## config.mk

```make
export PLATFORM = sky130hd
export DESIGN_NAME = seg_scan_ctrl
export DESIGN_NICKNAME = d
export VERILOG_FILES = /design/src/rtl/seg_scan_ctrl.sv
export SDC_FILE = /design/constraint.sdc
export NUM_CORES = 1
export LEC_CHECK = 0
export BUFFER_PORTS_ARGS = -buffer_cell sky130_fd_sc_hd__buf_2
export CAP_MARGIN = 25
export CORE_AREA = 2 2 120 122
export DETAILED_ROUTE_END_ITERATION = 6
export DIE_AREA = 0 0 122 124
export PLACE_DENSITY = 0.71
export SLEW_MARGIN = 20
export SYNTH_ARGS = -nofsm -noshare
export SYNTH_HDL_FRONTEND = slang
export SYNTH_SLANG_ARGS = --single-unit
```

## constraint.sdc

```tcl
create_clock -name clk -period 2.1 [get_ports clk]
set_input_delay 0.63 -clock clk [delete_from_list [all_inputs] [get_ports clk]]
set_output_delay 0.63 -clock clk [all_outputs]
set_load 0.03 [all_outputs]
```

## src/rtl/seg_scan_ctrl.sv

```systemverilog
// Multiplexed 7-segment scan controller for common-anode displays.
// Scans NUM_DIGITS digits from a packed hex word and inserts a dark gap at the
// start of every digit slot to avoid ghosting. New data is staged and only
// applied at a frame boundary, so a frame never shows a mix of old and new data.
module seg_scan_ctrl #(
  parameter int NUM_DIGITS = 8,
  parameter int TICK_DIV   = 25000,
  parameter int BLANK_CYC  = 200
) (
  input  logic                    clk,
  input  logic                    rst,
  input  logic                    en,
  input  logic                    load,
  input  logic [4*NUM_DIGITS-1:0] value,
  input  logic [NUM_DIGITS-1:0]   dp_in,
  input  logic [NUM_DIGITS-1:0]   dig_en,
  input  logic                    lz_sup,
  output logic [6:0]              c,
  output logic                    dp,
  output logic [NUM_DIGITS-1:0]   an,
  output logic                    frame_done
);

  localparam int TICK_W = (TICK_DIV > 1) ? $clog2(TICK_DIV) : 1;
  localparam int IDX_W  = (NUM_DIGITS > 1) ? $clog2(NUM_DIGITS) : 1;
  localparam logic [TICK_W-1:0]     TICK_LAST = TICK_W'(TICK_DIV - 1);
  localparam logic [TICK_W-1:0]     BLANK_T   = TICK_W'(BLANK_CYC);
  localparam logic [IDX_W-1:0]      IDX_LAST  = IDX_W'(NUM_DIGITS - 1);
  localparam logic [NUM_DIGITS-1:0] AN_OFF    = '1;

  typedef enum logic [1:0] {IDLE = 2'd0, BLANK = 2'd1, DRIVE = 2'd2} state_t;

  state_t                  state_reg, state_next;
  logic [TICK_W-1:0]       tick_reg, tick_next;
  logic [IDX_W-1:0]        idx_reg, idx_next;

  // Staging (written by load) and shadow (used by the display) copies
  logic [4*NUM_DIGITS-1:0] stg_val_reg, shd_val_reg;
  logic [NUM_DIGITS-1:0]   stg_dp_reg, shd_dp_reg;
  logic [NUM_DIGITS-1:0]   stg_en_reg, shd_en_reg;
  logic                    stg_lz_reg, shd_lz_reg;
  logic                    pend_reg;

  logic [6:0]              c_reg, c_next;
  logic                    dp_reg, dp_next;
  logic [NUM_DIGITS-1:0]   an_reg, an_next;
  logic                    fd_reg, fd_next;

  logic                    slot_end;
  logic                    zero_run;
  logic [NUM_DIGITS-1:0]   vis;
  logic [3:0]              nib [NUM_DIGITS];

  genvar gi;

  generate
    for (gi = 0; gi < NUM_DIGITS; gi++) begin : g_nib
      assign nib[gi] = shd_val_reg[4*gi +: 4];
    end
  endgenerate

  function automatic logic [6:0] seg_decode(input logic [3:0] h);
    case (h)
      4'h0:    seg_decode = 7'h40;
      4'h1:    seg_decode = 7'h79;
      4'h2:    seg_decode = 7'h24;
      4'h3:    seg_decode = 7'h30;
      4'h4:    seg_decode = 7'h19;
      4'h5:    seg_decode = 7'h12;
      4'h6:    seg_decode = 7'h02;
      4'h7:    seg_decode = 7'h78;
      4'h8:    seg_decode = 7'h00;
      4'h9:    seg_decode = 7'h10;
      4'hA:    seg_decode = 7'h08;
      4'hB:    seg_decode = 7'h03;
      4'hC:    seg_decode = 7'h46;
      4'hD:    seg_decode = 7'h21;
      4'hE:    seg_decode = 7'h06;
      default: seg_decode = 7'h0E;
    endcase
  endfunction

  // Per-digit visibility: masked digits and (optionally) leading zeros stay dark
  always_comb begin
    zero_run = 1'b1;
    vis      = '0;
    for (int i = NUM_DIGITS - 1; i >= 0; i--) begin
      zero_run = zero_run & (nib[i] == 4'h0);
      vis[i]   = shd_en_reg[i] & ~(shd_lz_reg & (i != 0) & zero_run);
    end
  end

  // State, slot timer and digit index registers
  always_ff @(posedge clk or negedge rst) begin
    if (!rst) begin
      state_reg <= IDLE;
      tick_reg  <= '0;
      idx_reg   <= '0;
    end else begin
      state_reg <= state_next;
      tick_reg  <= tick_next;
      idx_reg   <= idx_next;
    end
  end

  // Next-state logic and the pin values to be registered on this edge
  always_comb begin
    state_next = state_reg;
    tick_next  = tick_reg;
    idx_next   = idx_reg;
    slot_end   = (tick_reg == TICK_LAST);
    an_next    = AN_OFF;
    c_next     = 7'h7F;
    dp_next    = 1'b1;
    fd_next    = 1'b0;

    if (!en) begin
      state_next = IDLE;
      tick_next  = '0;
      idx_next   = '0;
    end else begin
      case (state_reg)
        IDLE: begin
          state_next = (BLANK_T != '0) ? BLANK : DRIVE;
          tick_next  = '0;
          idx_next   = '0;
        end
        BLANK: begin
          tick_next = tick_reg + TICK_W'(1);
          if (tick_reg == BLANK_T - TICK_W'(1)) state_next = DRIVE;
        end
        DRIVE: begin
          if (vis[idx_reg]) begin
            an_next = AN_OFF & ~(NUM_DIGITS'(1) << idx_reg);
            c_next  = seg_decode(nib[idx_reg]);
            dp_next = ~shd_dp_reg[idx_reg];
          end
          if (slot_end) begin
            tick_next  = '0;
            idx_next   = (idx_reg == IDX_LAST) ? '0 : idx_reg + IDX_W'(1);
            state_next = (BLANK_T != '0) ? BLANK : DRIVE;
            fd_next    = (idx_reg == IDX_LAST);
          end else begin
            tick_next = tick_reg + TICK_W'(1);
          end
        end
        default: begin
          state_next = IDLE;
          tick_next  = '0;
          idx_next   = '0;
        end
      endcase
    end
  end

  // Registered pins so anodes and segments switch on the same edge
  always_ff @(posedge clk or negedge rst) begin
    if (!rst) begin
      an_reg <= AN_OFF;
      c_reg  <= 7'h7F;
      dp_reg <= 1'b1;
      fd_reg <= 1'b0;
    end else begin
      an_reg <= an_next;
      c_reg  <= c_next;
      dp_reg <= dp_next;
      fd_reg <= fd_next;
    end
  end

  // Capture loads into staging; promote to shadow at a frame boundary or while idle
  always_ff @(posedge clk or negedge rst) begin
    if (!rst) begin
      stg_val_reg <= '0;
      stg_dp_reg  <= '0;
      stg_en_reg  <= '0;
      stg_lz_reg  <= 1'b0;
      shd_val_reg <= '0;
      shd_dp_reg  <= '0;
      shd_en_reg  <= '0;
      shd_lz_reg  <= 1'b0;
      pend_reg    <= 1'b0;
    end else begin
      if (load) begin
        stg_val_reg <= value;
        stg_dp_reg  <= dp_in;
        stg_en_reg  <= dig_en;
        stg_lz_reg  <= lz_sup;
      end
      if (state_reg == IDLE) begin
        // Nothing is on the pins, so a load can take effect directly
        if (load) begin
          shd_val_reg <= value;
          shd_dp_reg  <= dp_in;
          shd_en_reg  <= dig_en;
          shd_lz_reg  <= lz_sup;
        end else if (pend_reg) begin
          shd_val_reg <= stg_val_reg;
          shd_dp_reg  <= stg_dp_reg;
          shd_en_reg  <= stg_en_reg;
          shd_lz_reg  <= stg_lz_reg;
        end
        pend_reg <= 1'b0;
      end else if (fd_next) begin
        if (pend_reg) begin
          shd_val_reg <= stg_val_reg;
          shd_dp_reg  <= stg_dp_reg;
          shd_en_reg  <= stg_en_reg;
          shd_lz_reg  <= stg_lz_reg;
        end
        // A load coinciding with the boundary waits for the next frame
        pend_reg <= load;
      end else if (load) begin
        pend_reg <= 1'b1;
      end
    end
  end

  assign an         = an_reg;
  assign c          = c_reg;
  assign dp         = dp_reg;
  assign frame_done = fd_reg;

endmodule

```

## Word-level counts from Yosys, hierarchy flattened

Memory sizes are Yosys's and may differ from the RTL's.
Cells that the tools add are included.
Widths: inputs -> output; s select.

- Add/subtract/negate cells: 2
- Multipliers: 0
- Div/mod/pow operators: 0
- Order comparisons: 2
- Eq/ne operators: 8
- Shifts and indexed selects: 1
- Muxes and demuxes: 49
- Bitwise gates (word level): 30
- Reductions and logical operators: 12

Operator list:

| cell | count |
|---|---|
| $mux 32 | 4 |
| $mux 8 | 11 |
| $mux 15 | 2 |
| $pmux 15 s2 | 1 |
| $logic_not 4->1 | 7 |
| $mux 7 | 3 |
| $and 1x1->1 | 20 |
| $add 15x1->15 const B | 1 |
| $eq 15x15->1 const B | 1 |
| $eq 15x8->1 const B | 1 |
| $mux 1 | 15 |
| $bmux 4 s3 | 1 |
| $mux 3 | 3 |
| $mux 4 | 2 |
| $not 1->1 | 8 |
| $not 8->8 | 1 |
| $shl 1x3->8 const A | 1 |
| $bmux 1 s3 | 2 |
| $mux 2 | 3 |
| $ne 3x3->1 const B | 2 |
| $pmux 2 s3 | 1 |
| $pmux 3 s2 | 1 |
| $ge 4x4->1 const B | 1 |
| $lt 3x4->1 const B | 1 |
| 10 further kinds | 11 |

- Flip-flop bits (word level): 136
- Latch bits: 0
- RAM bits: 0
- Bits in read-only memories: 112
- Input port bits: 53
- Output and inout port bits: 17
- Logic and storage cells: 121
- Memories kept: 1

Memory list:

| name | words | width | rd ports | clocked after memory_dff | wr ports | RTL line | RTL |
|---|---|---|---|---|---|---|---|
| (no name shown) | 16 | 7 | 1 | 0 | 0 | 63 | `case (h)` |

## Longest topological paths before layout

Gate-level depths: netlist of run 1.

- Depth in word-level cells: 15
- Depth in mapped cells: 10
- Mapped depth without buffers: 8

## Worst setup path before layout of run 1

No wires, ideal clock.

- Kind: reg2reg
- From: reg idx_reg[0]
- To: reg c_reg[6] (netlist: c[6])
- Library setup time: 0.090 ns
- Arrival time: 2.267 ns
- Slack: -0.257 ns
- Cell stages (with the launch flop): 9
- Buffers on the path: 1
- Path through: dfrtp_1 > buf_6 > mux4_2 > mux2i_1 > inv_1 > ha_1 > mux2_2 > a22oi_1 > o211ai_1

- Word-level cells in the longest chain between the ends: 8
- Elaborated cells between the ends (all ways): 10
- Classes of those cells: 8 x mux; 1 x bitwise; 1 x memory

RTL lines:

| item | RTL line | RTL |
|---|---|---|
| start: declaration | 35 | `logic [IDX_W-1:0] idx_reg, idx_next;` |
| start signal: assignment | 102 | `idx_reg <= idx_next;` |
| $not 3->4 (not written as such) | 135 | `c_next = seg_decode(nib[idx_reg]);` |
| $bmux 4 s3 | 135 |  |
| $mux 4 (not written as such) (2 in series) | 135 |  |
| $mem_v2 16x7 | - |  |
| $mux 7 * | 133 | `if (vis[idx_reg]) begin` |
| $mux 7 * | 122 | `case (state_reg)` |
| $mux 7 * | 117 | `if (!en) begin` |
| named net c_next[6] | 44 | `logic [6:0] c_reg, c_next;` |
| end signal: assignment | 165 | `c_reg <= c_next;` |
| end: declaration | 44 |  |

The timed path passes the listed nets; every way through them passes the cells marked *. The select of a mux whose other input is x is not followed.
A chain may end at the register's enable or synchronous reset.

## Final worst setup path of run 1

- From: reg idx_reg[0]
- To: reg c_reg[1] (netlist: c[1])

Same word-level chain as after synthesis.

==> metrics.yaml, run 1 <==
grt_start_max_net_pins: 67
num_vias: 5327
maxCapViolCount: 0
die_h_um: 124
clockPowerShare_pct: 29.0
routabilityCongestion: 0.831
start_util_pct: 49.5
max-slew-margin-rel_pct: 66.6
wirelength_um: 16700
crit_path_top_delay_cell: "mux4_2"
die_w_um: 122
slew_viol_final: 0
yosysSeqAreaShare_pct: 50.4
dp_hpwl_um: 10800
switching_power_mw: 3.80
syn_area_per_cell_um2: 10.9
critPathCaptureType: "flop"
synth_seq_cells: 136
nFillCells: 1083
dieArea_um2: 15100
layout_common_cells: "dfrtp_1, nand2_1, buf_2, nand4_1, o211ai_1"
ir_drop_uv: 677
clkSlewWorstSetupHoldPaths_ps: 60
coreArea_um2: 13700
rows: 43
mostFrequentLayoutCell: "dfrtp_1"
path_class: "reg -> reg"
fmax_mhz: 456
syn_nets: 691
track_usage_pct: 22.8
syn-cell-area_um2: 6800
drc: 0
area_growth_pct: 22.2
cts.path.max_buffers: 2
io_buffers: 69
fin_ws_ps: -91.1
hold_path.class: "in -> async"
rsz0062_at_grt: "true"
grt_pass1_wl_um: 26700
syn_inst: 621
cts_sinks: 136
ioPinCount: 70
clock_skew_ps: 7.46
post-route-min-period_ps: 2190
first_pass_iters: 5
fin_area_um2: 8300
crit_fanout: 6
antenna_found_initial: 0
swShare_pct: 36.1
dpl_cell_area_um2: 7450
outcome: "finished, violations left"
wire_per_inst_um: 18.7
layout.nets: 770
cp_cell_sequence: "buf_4 > buf_6 > mux4_2 > mux2i_4 > buf_6 > buf_6 > mux2_4 > a2bb2oi_2 > o211ai_1"
synth.yosys.warnings: 0
worst_ep_arrival_time_ps: 2530
power_mw: 10.5
internal_power_mw: 6.73
cts_buffers: 17
grt-ovfl-total: 0
power_frac_seq_pct: 36.0
violations: "negative setup slack"
timing.final.crit_share_pct: 104
via_per_inst: 5.97
grt_pass1_vias: 5291
ys_types: 55
required_ps: 2430
combPwrFrac_pct: 35.0
final_antenna_net_count: 0
power.density_nw_per_um2: 1270
n_antenna_cell: 0
worst_path_largest_cell_delay_ps: 550
root_buffer: "clkbuf_16"
cts_max_level: 4
drt_iter0_drc: 532
power.leakage_nw: 3.44
setup_violations: 7
startpoint_type: "flop"
path_common_cell: "buf_6"
insertion_delay_ps: 420
drive_gt1_share_pct: 35.1
hold_viol_final: 0
cts_tree: "built"
worstMarginPinSlew_ps: 496
[final timing paths]
| kind | cells after the start | start | slack [ps] | end |
|---|---|---|---|---|
| max in group asynchronous | 2 | rst | 1420 | stg_en_reg[3] |
| max reg2reg | 9 | idx_reg[0] | -90 | c[1] |
| min reg2reg | 1 | tick_reg[0] | 490 | tick_reg[0] |
| max | 9 | idx_reg[0] | -90 | c[1] |
| min | 1 | rst | 90 | tick_reg[1] |
| min in group clk | 3 | value[22] | 440 | shd_val_reg[22] |
[synth_stat cells (all sizes together)]
library cell / number / area share (%)
nor2b: 6 / 0.55
nor3b: 2 / 0.22
and4bb: 1 / 0.18
a22oi: 7 / 0.77
o311a: 1 / 0.15
xor2: 7 / 0.90
ha: 17 / 3.1
dfrtp: 120 / 44
or4b: 1 / 0.20
and3: 6 / 0.55
a211oi: 1 / 0.11
and2: 5 / 0.46
o221ai: 1 / 0.13
o32ai: 1 / 0.13
and4: 2 / 0.29
o211ai: 57 / 6.3
or3: 1 / 0.092
nor2: 22 / 1.2
o21bai: 1 / 0.17
and4b: 1 / 0.15
o21ai: 2 / 0.15
nand2b: 1 / 0.092
inv: 12 / 0.66
nor3: 2 / 0.15
clkbuf: 31 / 1.7
a21oi: 4 / 0.29
or4: 2 / 0.22
nor4: 6 / 0.74
mux2: 52 / 8.6
a22o: 1 / 0.13
dfstp: 16 / 6.2
nand3: 6 / 0.44
buf: 19 / 1.7
or2: 1 / 0.092
o311ai: 2 / 0.26
nand2: 114 / 6.3
xnor2: 6 / 0.77
a2bb2oi: 1 / 0.22
o2111ai: 2 / 0.26
o211a: 1 / 0.15
mux4: 10 / 3.4
a21o: 1 / 0.11
nand4: 61 / 5.7
mux2i: 8 / 1.7
[per-stage QoR]
stage,utilization (%),instances,TNS [ps],setup WS (ps),hold WS [ps]
floorplan,-,621,-52.8,-28.3,334
global placement,54.3,847,-133,-59.3,463
detailed placement,54.3,847,-2470,-121,494
CTS,59.2,881,-454,-81.7,79.3
global route,60.5,893,-2220,-178,93.7
finish,60.5,893,-283,-91.1,92.0
[repair_timing]
item / 4_1_cts / 5_1_grt
cloned: 0 / 1
hold buffers: 0 / 0
hold endpoints to repair: 0 / 0
pin swaps: 6 / 7
buffers inserted: 2 / 12
endpoints found under the setup margin: 62 / 59
gates resized for setup: 11 / 20
[layout make-up]
class	instances	area [µm²]	area share, %
clock buffer	18	439	5.29
clock inverter	14	173	2.08
inverter	12	45.0	0.542
multi-input combinational	423	3200	38.6
sequential	136	3420	41.2
tap	180	225	2.71
timing repair buffer	110	795	9.57
[critical path: cells and delay by family (launching register included)]
family                 cells  cell delay [ps]
flip-flops                 1              440
multiplexers               3              890
AO/OA/AOI/OAI              2              230
buffers and inverters      4              530
[layer usage]
layer | GRT usage, % | vias up | share of wire [%]
met4 | 6.82 | 0 | 1.2
met5 | 0 | - | 0
li1 | - | 2422 | -
met1 | 29.8 | 2712 | 43
met3 | 5.22 | 18 | 5.1
met2 | 38.3 | 175 | 51
[power groups by stage]
stage	sequential, mW	combinational (mW)	clock (mW)
3_5_place_dp	3.80	3.27	0
6_report	3.79	3.68	3.06
2_1_floorplan	3.56	2.39	0
3_3_place_gp	3.78	3.14	0
5_1_grt	3.84	4.01	3.22
4_1_cts	3.77	3.38	3.12
[logic make-up (layout without fill, tap and decap cells)]
logic type               Yosys count  in the layout  synth area share, %
AO/OA/AOI/OAI                     83             83                 9.32
XOR/XNOR                          13             13                 1.68
buffers and inverters             62            154                 4.12
adder cells (fa/ha/maj)           17             17                 3.13
flip-flops                       136            136                 50.4
AND/OR/NAND/NOR                  240            240                 17.7
multiplexers                      70             70                 13.7
(Power assumes the default switching activity.)
==> inputs of run 2 (changes only) <==
--- a/config.mk
+++ b/config.mk
@@ -7,11 +7,11 @@
 export LEC_CHECK = 0
 export BUFFER_PORTS_ARGS = -buffer_cell sky130_fd_sc_hd__buf_2
 export CAP_MARGIN = 25
-export CORE_AREA = 2 2 120 122
+export CORE_AREA = 2 2 126 128
 export DETAILED_ROUTE_END_ITERATION = 6
-export DIE_AREA = 0 0 122 124
-export PLACE_DENSITY = 0.71
-export SLEW_MARGIN = 20
+export DIE_AREA = 0 0 128 130
+export PLACE_DENSITY = 0.66
+export SLEW_MARGIN = 40
 export SYNTH_ARGS = -nofsm -noshare
 export SYNTH_HDL_FRONTEND = slang
 export SYNTH_SLANG_ARGS = --single-unit
==> metrics.yaml, run 2 (synthesis gave the netlist of run 1 again) <==
outcome: "finished, violations left"
violations: "negative setup slack"
root_buffer: "clkbuf_16"
crit_fanout: 8  # +2
power_frac_seq_pct: 33.9  # -2.1 points
cts_hold_buf: 0  # unchanged
dieArea_um2: 16600  # +10%
grt_start_max_net_pins: 51  # -24%
worst_r2r_path_depth: 7  # -2
clockPowerShare_pct: 31.7  # +2.7 points
io_buffers: 69  # unchanged
slew_viol_final: 0  # unchanged
drive_gt1_share_pct: 36.0  # +0.90 points
num_vias: 5374  # +0.88%
layout_common_cells: "dfrtp_1, nand2_1, buf_2, nand4_1, o211ai_1"
rsz0062_at_grt: "true"
seq_area_um2: 3420  # unchanged
power_mw: 11.0  # +4.2%
ioPinCount: 70  # unchanged
ir_drop_uv: 662  # -2.2%
worstMarginPinSlew_ps: 558  # +61.6 ps
die_w_um: 128  # +4.9%
die_h_um: 130  # +4.8%
multi_input_area_um2: 3200  # unchanged
setup_violations: 2  # -5
grt_pass1_wl_um: 27500  # +3.2%
clkSlewWorstSetupHoldPaths_ps: 60  # about the same
maxCapViolCount: 0  # unchanged
internal_power_mw: 7.25  # +7.7%
critPathCaptureType: "flop"
rr_endpoint: "c[6]"
fin_util_pct: 54.9  # -5.6 points
cts_sinks: 136  # unchanged
track_usage_pct: 21.3  # -1.5 points
cts_buffers: 17  # unchanged
coreArea_um2: 15400  # +12%
final_antenna_net_count: 0  # unchanged
dp_hpwl_um: 11100  # +2.8%
drc: 0  # unchanged
insertion_delay_ps: 430  # about the same
power.density_nw_per_um2: 1300  # +2.1%
mostFrequentLayoutCell: "dfrtp_1"
grt-ovfl-total: 0  # unchanged
via_per_inst: 5.87  # -1.5%
layout.nets: 780  # +1.3%
rows: 46  # +7.0%
cts_tree: "built"
post-route-min-period_ps: 2120  # -72.2 ps
fin_ws_ps: -18.9  # +72.2 ps
drt_iter0_drc: 413  # -22%
r2r-start: "idx_reg[0]"
antenna_found_initial: 0  # unchanged
startpoint_type: "flop"
wirelength_um: 16900  # +1.5%
start_util_pct: 44.1  # -5.5 points
power.leakage_nw: 3.54  # +3.0%
routabilityCongestion: 0.846  # +1.8%
cts_max_level: 4  # unchanged
swShare_pct: 33.9  # -2.2 points
hold_viol_final: 0  # unchanged
cts.path.max_buffers: 2  # unchanged
timing.final.crit_share_pct: 101  # -3.4 points
nFillCells: 1305  # +20%
required_ps: 2440  # about the same
path_class: "reg -> reg"
wire_per_inst_um: 18.5  # -0.91%
switching_power_mw: 3.72  # -2.1%
setup_tns_ps: -26.0  # +257 ps
area_growth_pct: 24.6
ff2ff_setup_slack_ps: -20  # +70 ps
grt_pass1_vias: 5262  # -0.55%
clock_skew_ps: 5.60  # -1.86 ps
n_antenna_cell: 0  # unchanged
fmax_mhz: 472  # +3.4%
combPwrFrac_pct: 34.4  # -0.6 points
fin_hold_ws_ps: 167  # +74.7 ps
hold_path.class: "in -> async"
first_pass_iters: 5  # unchanged
max-slew-margin-rel_pct: 62.8  # -3.8 points
worst_ep_arrival_time_ps: 2450  # -80 ps
## run 2: changes by cell type in the layout (fill, tap and decap cells not counted), sizes merged
cell      change
buf          +10
bufbuf        +1
bufinv        +4
clkinv        -1
clkinvlp      -2
inv           -2
## run 2: layout make-up
type	instances	area share (%)
Timing Repair Buffer	120	10.2
Multi-Input combinational cell	423	37.8
Clock buffer	19	5.23
Clock inverter	13	2.94
Sequential cell	136	40.4
Inverter	12	0.532
Tap cell	192	2.84
## run 2: per-stage QoR
step,setup slack [ps],area [µm²],cells
floorplan,-28.3,6810,621
global placement,-113,7590,875
detailed placement,-83.0,7600,875
CTS,-30.7,8400,911
global route,-133,8470,915
finish,-18.9,8470,915
## run 2: power by group through the flow
stage | logic, mW | registers, mW | clock network [mW]
final | 3.77 | 3.72 | 3.48
after global routing | 4.10 | 3.78 | 3.67
after CTS | 3.68 | 3.71 | 3.53
after detailed placement | 3.45 | 3.73 | 0
after global placement | 3.36 | 3.71 | 0
after floorplan | 2.39 | 3.56 | 0
## run 2: timing repair
item / CTS / global route
pin swaps: 8 / 8
setup buffers: 3 / 3
gates cloned: 1 / 1
gates resized for setup: 14 / 9
endpoints found under the hold margin: 0 / 0
setup endpoints to repair: 55 / 37
## run 2: routing by layer
metal	vias up	wire length [µm]	GRT usage [%]
met5	-	0	0
met4	0	315	7.50
met3	28	895	5.21
met2	176	8120	33.9
met1	2729	7600	28.8
li1	2441	-	-
## run 2: critical path: stages, from the launching register on
cell,delay (ps)
dfrtp_2,470
mux4_2,570
mux2i_4,230
inv_2,90
ha_4,170
mux2_4,270
a22oi_2,130
o211ai_1,110
## run 2: worst max-delay path by stage
stage,start,to,cells after the start
2_1_floorplan,idx_reg[0],c[6],8
3_3_place_gp,idx_reg[0],c[3],7
3_5_place_dp,idx_reg[0],c[0],7
4_1_cts,idx_reg[0],c[6],7
5_1_grt,idx_reg[0],c[6],7
6_report,idx_reg[0],c[6],7
==> inputs of run 3 (changes only) <==
--- a/config.mk
+++ b/config.mk
@@ -7,10 +7,10 @@
 export LEC_CHECK = 0
 export BUFFER_PORTS_ARGS = -buffer_cell sky130_fd_sc_hd__buf_2
 export CAP_MARGIN = 25
-export CORE_AREA = 2 2 126 128
+export CORE_AREA = 2 2 117 119
 export DETAILED_ROUTE_END_ITERATION = 6
-export DIE_AREA = 0 0 128 130
-export PLACE_DENSITY = 0.66
+export DIE_AREA = 0 0 119 121
+export PLACE_DENSITY = 0.74
 export SLEW_MARGIN = 40
 export SYNTH_ARGS = -nofsm -noshare
 export SYNTH_HDL_FRONTEND = slang
==> metrics.yaml, run 3 (synthesis gave the netlist of run 1 again) <==
outcome: "finished, violations left"
violations: "negative setup slack"
power.leakage_nw: 3.45  # -2.7%
cp_cell_sequence: "or4_1 > o311ai_0 > nand3_1 > and4_4 > o211ai_1"
mostFrequentLayoutCell: "dfrtp_1"
first_pass_iters: 5  # unchanged
clock_skew_ps: 11.5  # +5.87 ps
r2r-start: "shd_val_reg[27]"
layout_common_cells: "dfrtp_1, nand2_1, buf_2, nand4_1, o211ai_1"
path_class: "reg -> reg"
dp_hpwl_um: 10800  # -2.9%
maxCapViolCount: 0  # unchanged
via_per_inst: 6.11  # +4.1%
fmax_mhz: 451  # -4.5%
routabilityCongestion: 0.881  # +4.1%
setup_violations: 10  # +8
max-slew-margin-rel_pct: 58.1  # -4.8 points
worstMarginPinSlew_ps: 629  # +71.3 ps
slew_viol_final: 0  # unchanged
num_vias: 5424  # +0.93%
path_buf_inv: 0  # -1
worst_r2r_path_depth: 5  # -2
die_w_um: 119  # -7.0%
final_antenna_net_count: 0  # unchanged
grt_pass1_vias: 5535  # +5.2%
drc: 0  # unchanged
track_usage_pct: 24.3  # +3.0 points
clkSlewWorstSetupHoldPaths_ps: 60  # about the same
worst_path_largest_cell_delay_ps: 610  # +40 ps
required_ps: 2420  # -20 ps
cts_max_level: 4  # unchanged
wirelength_um: 17000  # +0.36%
cts_tree: "built"
fin_util_pct: 63.1  # +8.2 points
timing.final.crit_share_pct: 106  # +4.8 points
io_buffers: 69  # unchanged
post-route-min-period_ps: 2220  # +99.9 ps
cts_sinks: 136  # unchanged
ioPinCount: 70  # unchanged
cts_buffers: 17  # unchanged
drt_iter0_drc: 456  # +10%
coreArea_um2: 13100  # -15%
ir_drop_uv: 652  # -1.5%
antenna_found_initial: 0  # unchanged
start_util_pct: 51.9  # +7.9 points
crit_path_top_delay_cell: "or4_1"
cts.path.max_buffers: 2  # unchanged
hold_path.class: "in -> async"
dieArea_um2: 14400  # -13%
grt-ovfl-total: 0  # unchanged
placedCellCount: 846  # -3.3%
startpoint_type: "flop"
critPathCaptureType: "flop"
fin_ws_ps: -119  # -99.9 ps
worst_ep_arrival_time_ps: 2540  # +90 ps
hold_viol_final: 0  # unchanged
rr_endpoint: "an[3]"
stdcell_count: 887  # -3.1%
rows: 42  # -8.7%
grt_pass1_wl_um: 27300  # -0.70%
die_h_um: 121  # -6.9%
drive_gt1_share_pct: 33.8  # -2.2 points
root_buffer: "clkbuf_16"
cts_hold_buf: 0  # unchanged
critPathTopFamily: "simple AND/OR/NAND/NOR gates"
ff2ff_setup_slack_ps: -120  # -100 ps
power.density_nw_per_um2: 1280  # -1.5%
crit_fanout: 13  # +5
rsz0062_at_grt: "true"
wire_per_inst_um: 19.2  # +3.5%
grt_start_max_net_pins: 51  # unchanged
area_growth_pct: 21.5
insertion_delay_ps: 430  # about the same
layout.nets: 768  # -1.5%
n_antenna_cell: 0  # unchanged
==> run 3: cell count changes in the layout (fill, tap and decap cells not counted), moves of 2 or more <==
cell	delta
buf_4	-12
bufinv_16	-3
clkbuf_1	+3
ha_1	+2
==> run 3: final cells by class <==
cell class,count,area (µm²)
Fill cell,1013,4830
Sequential cell,136,3420
Multi-Input combinational cell,423,3180
Timing Repair Buffer,108,773
Clock buffer,23,468
Tap cell,176,220
Clock inverter,9,146
Inverter,12,45.0
==> run 3: what timing repair did <==
item,in CTS,in global routing
gates cloned,0,1
endpoints found under the setup margin,55,60
gates resized for setup,9,6
pin swaps,1,3
setup buffers,4,4
==> run 3: how the worst max path moves through the flow <==
stage / startpoint / endpoint / slack, ps / depth (start not counted)
2_1_floorplan: idx_reg[0] / c[6] / -30 / 8
3_3_place_gp: idx_reg[0] / c[3] / -20 / 7
3_5_place_dp: idx_reg[0] / c[6] / -80 / 7
4_1_cts: idx_reg[0] / c[6] / -20 / 7
5_1_grt: shd_val_reg[27] / an[3] / -240 / 5
6_report: shd_val_reg[27] / an[3] / -120 / 5
==> run 3: power by group <==
part	total, mW	internal, mW	switching [mW]	leakage [nW]
Combinational	3.67	1.54	2.13	1.50
Clock	3.12	2.04	1.08	0.299
Sequential	3.75	3.24	0.509	1.65
Total	10.5	6.82	3.72	3.45
==> run 3: worst register-to-register path: stages (launching register included) <==
cell	delay (ps)
dfrtp_1	400
or4_1	610
o311ai_0	460
nand3_1	140
and4_4	260
o211ai_1	250
==> run 3: per-stage QoR <==
step	TNS [ps]	cell area (µm²)	setup WS, ps	power [mW]	hold WS (ps)
CTS	-19.2	8170	-15.4	10.3	202
detailed placement	-2080	7480	-84.2	7.11	468
global placement	-45.9	7480	-23.9	6.96	454
finish	-604	8260	-119	10.5	187
floorplan	-52.8	6810	-28.3	5.96	334
global route	-2060	8260	-238	11.1	215
==> run 3: layer usage <==
layer | vias up | global-route usage, % | routed length [µm] | part of all wire (%)
li1 | 2422 | - | - | -
met1 | 2770 | 30.2 | 7040 | 41
met2 | 191 | 40.9 | 8650 | 51
met3 | 41 | 5.50 | 881 | 5.2
met4 | 0 | 10.8 | 425 | 2.5
met5 | - | 0 | 0 | 0
